==> config.mk <==
export PLATFORM = sky130hd
export DESIGN_NAME = anc_lms_sequencer_flat
export DESIGN_NICKNAME = d
export VERILOG_FILES = /design/src/rtl/anc_lms_sequencer_if.sv /design/src/rtl/anc_lms_sequencer.sv /design/src/flat_wrapper.sv
export SDC_FILE = /design/constraint.sdc
export NUM_CORES = 1
export LEC_CHECK = 0
export ABC_AREA = 1
export CAP_MARGIN = 20
export CORE_MARGIN = 4
export CORE_UTILIZATION = 35
export DETAILED_ROUTE_END_ITERATION = 7
export GPL_TIMING_DRIVEN = 0
export PLACE_DENSITY_LB_ADDON = 0.12
export SLEW_MARGIN = 20
export SYNTH_ARGS = -nofsm -noshare
export SYNTH_HDL_FRONTEND = slang
export SYNTH_SLANG_ARGS = --single-unit
==> constraint.sdc <==
create_clock -name clk -period 3.6 [get_ports clk]
set_input_delay 0.72 -clock clk [delete_from_list [all_inputs] [get_ports clk]]
set_output_delay 0.72 -clock clk [all_outputs]
set_load 0.005 [all_outputs]
==> src/rtl/anc_lms_sequencer_if.sv <==
// Sample-in / FIR-control / DAC-out bundle of the ANC LMS sequencer.
// master drives the upstream sample and FIR feedback; slave is the sequencer.
interface anc_lms_sequencer_if;
  logic [15:0] ref_in;
  logic [15:0] err_in;
  logic        in_valid;
  logic        in_ready;
  logic        fir_go;
  logic [31:0] fir_ff_in;
  logic [31:0] fir_weight_adjust;
  logic        fir_done;
  logic [31:0] fir_out;
  logic        fir_out_valid;
  logic [15:0] dac_out;
  logic        dac_valid;
  logic        timeout_err;

  modport master (
    output ref_in, err_in, in_valid, fir_done, fir_out, fir_out_valid,
    input  in_ready, fir_go, fir_ff_in, fir_weight_adjust, dac_out, dac_valid, timeout_err
  );

  modport slave (
    input  ref_in, err_in, in_valid, fir_done, fir_out, fir_out_valid,
    output in_ready, fir_go, fir_ff_in, fir_weight_adjust, dac_out, dac_valid, timeout_err
  );
endinterface

==> src/rtl/anc_lms_sequencer.sv <==
// Per-sample LMS control stage: latch ref/err, launch the FIR, wait with a
// watchdog, then emit the negated and saturated FIR output to the DAC path.
module anc_lms_sequencer #(
  parameter int unsigned        FRAC    = 15,
  parameter logic signed [15:0] MU      = 16'sd328,
  parameter int unsigned        TIMEOUT = 512
) (
  input logic                 clk,
  input logic                 rst,
  anc_lms_sequencer_if.slave  seq_if
);

  localparam int unsigned CntW = $clog2(TIMEOUT + 1);
  localparam logic [CntW-1:0] CntLast = CntW'(TIMEOUT - 1);

  typedef enum logic [1:0] {StIdle, StLaunch, StWait, StOutput} state_e;

  state_e            state_q, state_d;
  logic [CntW-1:0]   cnt_q, cnt_d;
  logic [31:0]       ff_q, ff_d;
  logic [31:0]       wadj_q, wadj_d;
  logic [31:0]       cap_q, cap_d;
  logic [15:0]       dac_q, dac_d;
  logic              timeout_q, timeout_d;
  logic              in_ready_q, fir_go_q, dac_valid_q;

  logic signed [31:0] mu_ext, err_ext, prod;
  logic        [31:0] fir_sel;
  logic signed [32:0] neg;
  logic        [15:0] sat_val;

  always_comb begin
    mu_ext  = 32'(MU);
    err_ext = 32'($signed(seq_if.err_in));
    prod    = mu_ext * err_ext;

    // A done without its qualifier falls back on the value captured earlier in WAIT.
    fir_sel = seq_if.fir_out_valid ? seq_if.fir_out : cap_q;
    neg     = -(33'($signed(fir_sel)));
    if (neg > 33'sd32767) begin
      sat_val = 16'h7fff;
    end else if (neg < -33'sd32768) begin
      sat_val = 16'h8000;
    end else begin
      sat_val = neg[15:0];
    end
  end

  always_comb begin
    state_d   = state_q;
    cnt_d     = cnt_q;
    ff_d      = ff_q;
    wadj_d    = wadj_q;
    cap_d     = cap_q;
    dac_d     = dac_q;
    timeout_d = timeout_q;
    unique case (state_q)
      StIdle: begin
        if (seq_if.in_valid) begin
          ff_d    = {{16{seq_if.ref_in[15]}}, seq_if.ref_in};
          wadj_d  = prod >>> FRAC;
          state_d = StLaunch;
        end
      end
      StLaunch: begin
        cnt_d   = '0;
        state_d = StWait;
      end
      StWait: begin
        cnt_d = cnt_q + CntW'(1);
        if (seq_if.fir_out_valid) begin
          cap_d = seq_if.fir_out;
        end
        if (seq_if.fir_done) begin
          dac_d   = sat_val;
          state_d = StOutput;
        end else if (cnt_q == CntLast) begin
          timeout_d = 1'b1;
          state_d   = StIdle;
        end
      end
      StOutput: state_d = StIdle;
      default:  state_d = StIdle;
    endcase
  end

  always_ff @(posedge clk or posedge rst) begin
    if (rst) begin
      state_q     <= StIdle;
      cnt_q       <= '0;
      ff_q        <= '0;
      wadj_q      <= '0;
      cap_q       <= '0;
      dac_q       <= '0;
      timeout_q   <= 1'b0;
      in_ready_q  <= 1'b1;
      fir_go_q    <= 1'b0;
      dac_valid_q <= 1'b0;
    end else begin
      state_q     <= state_d;
      cnt_q       <= cnt_d;
      ff_q        <= ff_d;
      wadj_q      <= wadj_d;
      cap_q       <= cap_d;
      dac_q       <= dac_d;
      timeout_q   <= timeout_d;
      in_ready_q  <= (state_d == StIdle);
      fir_go_q    <= (state_d == StLaunch);
      dac_valid_q <= (state_d == StOutput);
    end
  end

  assign seq_if.in_ready          = in_ready_q;
  assign seq_if.fir_go            = fir_go_q;
  assign seq_if.fir_ff_in         = ff_q;
  assign seq_if.fir_weight_adjust = wadj_q;
  assign seq_if.dac_out           = dac_q;
  assign seq_if.dac_valid         = dac_valid_q;
  assign seq_if.timeout_err       = timeout_q;

endmodule

==> src/flat_wrapper.sv <==
// flat-port wrapper written by rule: the top's interface ports become plain ports
module anc_lms_sequencer_flat 
#(
  parameter int unsigned        FRAC    = 15,
  parameter logic signed [15:0] MU      = 16'sd328,
  parameter int unsigned        TIMEOUT = 512
)
  (clk, rst, seq_if_ref_in, seq_if_err_in, seq_if_in_valid, seq_if_fir_done, seq_if_fir_out, seq_if_fir_out_valid, seq_if_in_ready, seq_if_fir_go, seq_if_fir_ff_in, seq_if_fir_weight_adjust, seq_if_dac_out, seq_if_dac_valid, seq_if_timeout_err);
  anc_lms_sequencer_if seq_if_i ();
  input logic clk;
  input logic rst;
  input wire logic [$bits(seq_if_i.ref_in)-1:0] seq_if_ref_in;
  input wire logic [$bits(seq_if_i.err_in)-1:0] seq_if_err_in;
  input wire logic [$bits(seq_if_i.in_valid)-1:0] seq_if_in_valid;
  input wire logic [$bits(seq_if_i.fir_done)-1:0] seq_if_fir_done;
  input wire logic [$bits(seq_if_i.fir_out)-1:0] seq_if_fir_out;
  input wire logic [$bits(seq_if_i.fir_out_valid)-1:0] seq_if_fir_out_valid;
  output wire logic [$bits(seq_if_i.in_ready)-1:0] seq_if_in_ready;
  output wire logic [$bits(seq_if_i.fir_go)-1:0] seq_if_fir_go;
  output wire logic [$bits(seq_if_i.fir_ff_in)-1:0] seq_if_fir_ff_in;
  output wire logic [$bits(seq_if_i.fir_weight_adjust)-1:0] seq_if_fir_weight_adjust;
  output wire logic [$bits(seq_if_i.dac_out)-1:0] seq_if_dac_out;
  output wire logic [$bits(seq_if_i.dac_valid)-1:0] seq_if_dac_valid;
  output wire logic [$bits(seq_if_i.timeout_err)-1:0] seq_if_timeout_err;
  assign seq_if_i.ref_in = seq_if_ref_in;
  assign seq_if_i.err_in = seq_if_err_in;
  assign seq_if_i.in_valid = seq_if_in_valid;
  assign seq_if_i.fir_done = seq_if_fir_done;
  assign seq_if_i.fir_out = seq_if_fir_out;
  assign seq_if_i.fir_out_valid = seq_if_fir_out_valid;
  assign seq_if_in_ready = seq_if_i.in_ready;
  assign seq_if_fir_go = seq_if_i.fir_go;
  assign seq_if_fir_ff_in = seq_if_i.fir_ff_in;
  assign seq_if_fir_weight_adjust = seq_if_i.fir_weight_adjust;
  assign seq_if_dac_out = seq_if_i.dac_out;
  assign seq_if_dac_valid = seq_if_i.dac_valid;
  assign seq_if_timeout_err = seq_if_i.timeout_err;
  anc_lms_sequencer #(.FRAC(FRAC), .MU(MU), .TIMEOUT(TIMEOUT)) u_core (.clk(clk), .rst(rst), .seq_if(seq_if_i));
endmodule
## Word-level counts from Yosys, hierarchy flattened

Index checks and enable logic that the tools add are counted.

| operators by class | value |
|---|---|
| muxes and demuxes | 8 |
| equality and inequality tests | 6 |
| magnitude comparators | 2 |
| multiply operators | 1 |
| reductions and logical operators | 6 |
| add/sub/neg operators | 2 |
| bitwise logic cells | 1 |

Operator list:

| kind | count |
|---|---|
| $gt A33 B16 Y1 const B | 1 |
| $lt A33 B16 Y1 const B | 1 |
| $neg A32 Y33 | 1 |
| $mux W16 | 2 |
| $mux W32 | 1 |
| $mul A7 B16 Y23 const A | 1 |
| $pmux W10 S2 | 1 |
| $add A10 B1 Y10 const B | 1 |
| $eq A10 B9 Y1 const B | 1 |
| $pmux W2 S4 | 1 |
| $eq A2 B2 Y1 const B | 3 |
| $mux W2 | 3 |
| $eq A2 B1 Y1 const B | 2 |
| $logic_not A2 Y1 | 2 |
| $reduce_and A2 Y1 | 2 |
| $reduce_and A3 Y1 | 1 |
| $reduce_bool A2 Y1 | 1 |
| $not A1 Y1 | 1 |

| storage, ports and cells | value |
|---|---|
| register bits after elaboration | 91 |
| bits of input ports | 69 |
| word-level logic and storage cells | 36 |
| output and inout port bits | 84 |

## Logic depth before layout (Yosys ltp)

| depth | value |
|---|---|
| depth in word-level cells | 5 |
| depth in mapped cells | 24 |
| depth with buffers taken out | 22 |

## Least setup slack after synthesis

OpenSTA, ideal clock, no wires.

| path | value |
|---|---|
| kind | input -> register |
| start | in seq_if_err_in[7] |
| end | reg u_core.wadj_q[10], in the netlist u_core.seq_if.fir_weight_adjust[10] |
| path buffers | 0 |
| data arrival time | 3.139 ns |
| setup time | 0.135 ns |
| data required time | 3.465 ns |
| path slack | 0.326 ns |
| stages on the path | 14 |
| path through | ha_1 ha_1 inv_1 fa_1 inv_1 ha_1 nand2_1 nor4_1 o21ai_0 nand2_1 nand2_1 a21oi_1 xor2_1 o21ai_0 |

| on the way | value |
|---|---|
| cells in the longest elaborated chain, start to end | 1 |

Ends and longest elaborated chain:

| what | line | source |
|---|---|---|
| start, declared | flat_wrapper.sv:13 | `input wire logic [$bits(seq_if_i.err_in)-1:0] seq_if_err_in;` |
| $mul A7 B16 Y23 | anc_lms_sequencer.sv:35 | `prod = mu_ext * err_ext;` |
| end signal, assigned | anc_lms_sequencer.sv:103 | `wadj_q <= wadj_d;` |
| end, declared | anc_lms_sequencer.sv:21 | `logic [31:0] wadj_q, wadj_d;` |

Every way passes these cells.
A chain may end at the register's enable or synchronous reset.

## Final worst setup path

| path | value |
|---|---|
| start | in seq_if_err_in[2] |
| end | reg u_core.wadj_q[5], in the netlist u_core.seq_if.fir_weight_adjust[5] |

The elaborated chain is that of the path after synthesis.

==> metrics.txt <==
outcome finished, final reports clean; Worst-Margin Slew 0.902 ns; average cell area after synthesis 6.52 sq um; Clock Skew 0.00888 ns; CP dominant cell by count nand2_1; die height 157 microns; Pleak 5.25 nW; die area 24,600 sq um; ratio of cells with drive above 1 in the final layout 0.0892; CTS H-tree depth 3; Avg WL per Cell 13.9 microns; num rows 54; Setup Viol. Count Final 0; Routed Antenna Nets 0; Slowest cell on crit path fa_1; area added between synthesis and finish 29.5%; count of different cell masters after synthesis 38; TritonRoute pass-1 iters 5; CP Cell Sequence clkdlybuf4s50_1, ha_1, ha_1, fa_1, ha_1, nand2_1, o21ai_0, a21oi_1, o21ai_0, nand2_1, nand3_1, nand2_1, nand3_1, nand2_1; Fin. Hold Viols 0; Starting DRT DRC Count 437; net count after synthesis 1,326; cts hold-fix bufs 0; commonest non-fill, non-tap cell in the layout nand2_1; Max-Cap Viols 0; CTS tree done; Worst Hold Class flip-flop to flip-flop; Slew HR 0.392; # fillers 2,374; Via density 4.59; DP HPWL 18,400 microns; Clock Tree Root clkbuf_16; Die Width 157 microns; total CTS buffers 9; sequential fraction of the synthesis area 0.294; highest clock rate 0.295 GHz; Crit path max-delay family adder cells; crit-path max FO 4; Setup CP Type primary input to flip-flop; vias in the first global route 7,145; diodes inserted 0; Yosys reg bits 91; final non-filler cell total 1,636; Total Nets Final 1,489; Total GRT Usage 0.189; first-pass GRT wire length 37,000 microns; DRC viols 0; VDD IR-drop max 0.376 mV; # clock sinks 91; CP max stage delay 0.47 ns; Final Critical Period 3.39 ns; routability congestion estimate 0.936; CP Capture Type flip-flop; CP Data Arrival Time 3.64 ns; Initial Utilization 0.355; max-slew violation count 0; Hold Worst Slack 0.478 ns; Clk pin slew, worst setup/hold paths 0.07 ns; multi-input logic area 4470 sq um; WP data required 3.85 ns; CP Launch Type primary input; Post-CTS Repair Setup Buffers 0; WL final 22,700 microns; Reg area 2280 sq um; RSZ-0062 raised after global routing yes; Syn Inst Count 1,188; core area 21,800 sq um; I/O Buffers 151; synth warn 0; mapped cell area 7750 sq um; boundary pin count 153; aggregate global routing overflow 0; buffer levels on the longest clock path 2; Clk Latency, worst-skew pair 0.36 ns; sum of buffers and inverters on the critical path 1; power per cell area 639 nW/um^2; period utilisation layout 0.942; largest net degree at the start of global routing 51; commonest cells after routing, fill and taps aside 487 x nand2_1, 160 x inv_1, 138 x clkdlybuf4s50_1, 93 x nor2_1, 90 x dfrtp_1; initial antenna violation count 0; Placed Cells 1,620; via count 7,506
==> worst paths after layout <==
kind | startpoint | endpoint | slack [ns] | cells past startpoint
max | seq_if_err_in[2] | u_core.seq_if.fir_weight_adjust[5] | 0.21 | 14
max in group asynchronous | rst | u_core.cap_q[27] | 2.26 | 3
max reg2reg | u_core.cap_q[0] | u_core.seq_if.dac_out[7] | 0.78 | 19
min | u_core.seq_if.fir_ff_in[2] | u_core.seq_if.fir_ff_in[2] | 0.48 | 2
min reg2reg | u_core.seq_if.fir_ff_in[2] | u_core.seq_if.fir_ff_in[2] | 0.48 | 2
min in group asynchronous | rst | u_core.seq_if.dac_valid | 0.74 | 2
==> registers in the layout, summed over array words and instances (netlist names), 2 cells and up <==
| name | cells |
|---|---|
| u_core.cap_q | 32 |
| u_core.seq_if.fir_ff_in | 16 |
| u_core.seq_if.fir_weight_adjust | 11 |
| u_core.seq_if.dac_out | 16 |
| u_core.state_q | 2 |
| u_core.cnt_q | 10 |
==> tightest hold or removal path, cell delays in order, from the launching register on <==
cell	delay (ns)
dfrtp_1	0.34
nand2_1	0.05
nand2_1	0.05
==> routing by layer <==
| metal | routed length (microns) | GRT usage | share of wire |
|---|---|---|---|
| met1 | 10700 | 0.262 | 0.47 |
| met2 | 10400 | 0.299 | 0.46 |
| met3 | 1360 | 0.0462 | 0.060 |
| met4 | 318 | 0.0421 | 0.014 |
| met5 | 0 | 0 | 0 |
==> kinds of logic (layout without fill, tap and decap cells) <==
family          after synthesis  count (layout)  synth area share
compound gates              103             103            0.0712
fa+ha+maj                    69              69             0.126
buf+inv                     230             398             0.139
flops                        91              91             0.294
simple gates                689             689             0.363
xor+xnor                      6               6           0.00678
==> report_power, final <==
part           total, mW  switching (mW)  internal [mW]
logic               3.65            1.88           1.77
clock network      0.975           0.431          0.545
registers           1.79           0.313           1.48
total               6.42            2.62           3.80
==> metrics by stage <==
step | total power [mW] | setup slack (ns) | util | instance area (sq um) | setup TNS (ns)
after global routing | 7.05 | -0.00358 | 0.460 | 10000 | -0.00358
after global placement | 5.39 | -1.13 | 0.440 | 9610 | -105.36
after CTS | 6.47 | 0.00387 | 0.456 | 9960 | 0
final | 6.42 | 0.209 | 0.460 | 10000 | 0
after detailed placement | 5.44 | -0.543 | 0.442 | 9640 | -4.09
after floorplan | 3.84 | 0.326 | - | 7750 | 0
==> layout make-up <==
cell class	count	share of cell area
tap	280	0.0349
multi-input combinational	867	0.445
clock inverter	5	0.00611
sequential	91	0.227
buffer	63	0.0447
timing repair buffer	152	0.155
clock buffer	11	0.0232
inverter	167	0.0634
==> synth_stat cells, drive strengths merged <==
| library cell | count | area share |
|---|---|---|
| buf | 50 | 0.052 |
| a21oi | 27 | 0.017 |
| o21ai | 64 | 0.042 |
| nor3b | 1 | 0.00097 |
| dfstp | 1 | 0.0034 |
| ha | 54 | 0.087 |
| nor3 | 9 | 0.0058 |
| xnor2 | 2 | 0.0023 |
| or2 | 4 | 0.0032 |
| o21a | 1 | 0.00097 |
| nand2 | 499 | 0.25 |
| o21bai | 1 | 0.00097 |
| inv | 167 | 0.082 |
| xor2 | 4 | 0.0045 |
| clkbuf | 13 | 0.0063 |
| a31oi | 5 | 0.0040 |
| nand4 | 11 | 0.0089 |
| a22oi | 2 | 0.0019 |
| and3 | 1 | 0.00081 |
| dfrtp | 90 | 0.29 |
| a211oi | 1 | 0.00097 |
| nor4 | 1 | 0.00081 |
| nand3 | 51 | 0.034 |
| o31ai | 2 | 0.0026 |
| fa | 15 | 0.039 |
| nand3b | 2 | 0.0019 |
| nor2 | 110 | 0.060 |
==> repair_timing <==
action                                 4_1_cts  5_1_grt
gates resized for setup                      7       21
pin swaps                                    0        5
endpoints found under the hold margin        0        0
setup endpoints to repair                    2       18
Power figures use the tool's default switching activity.
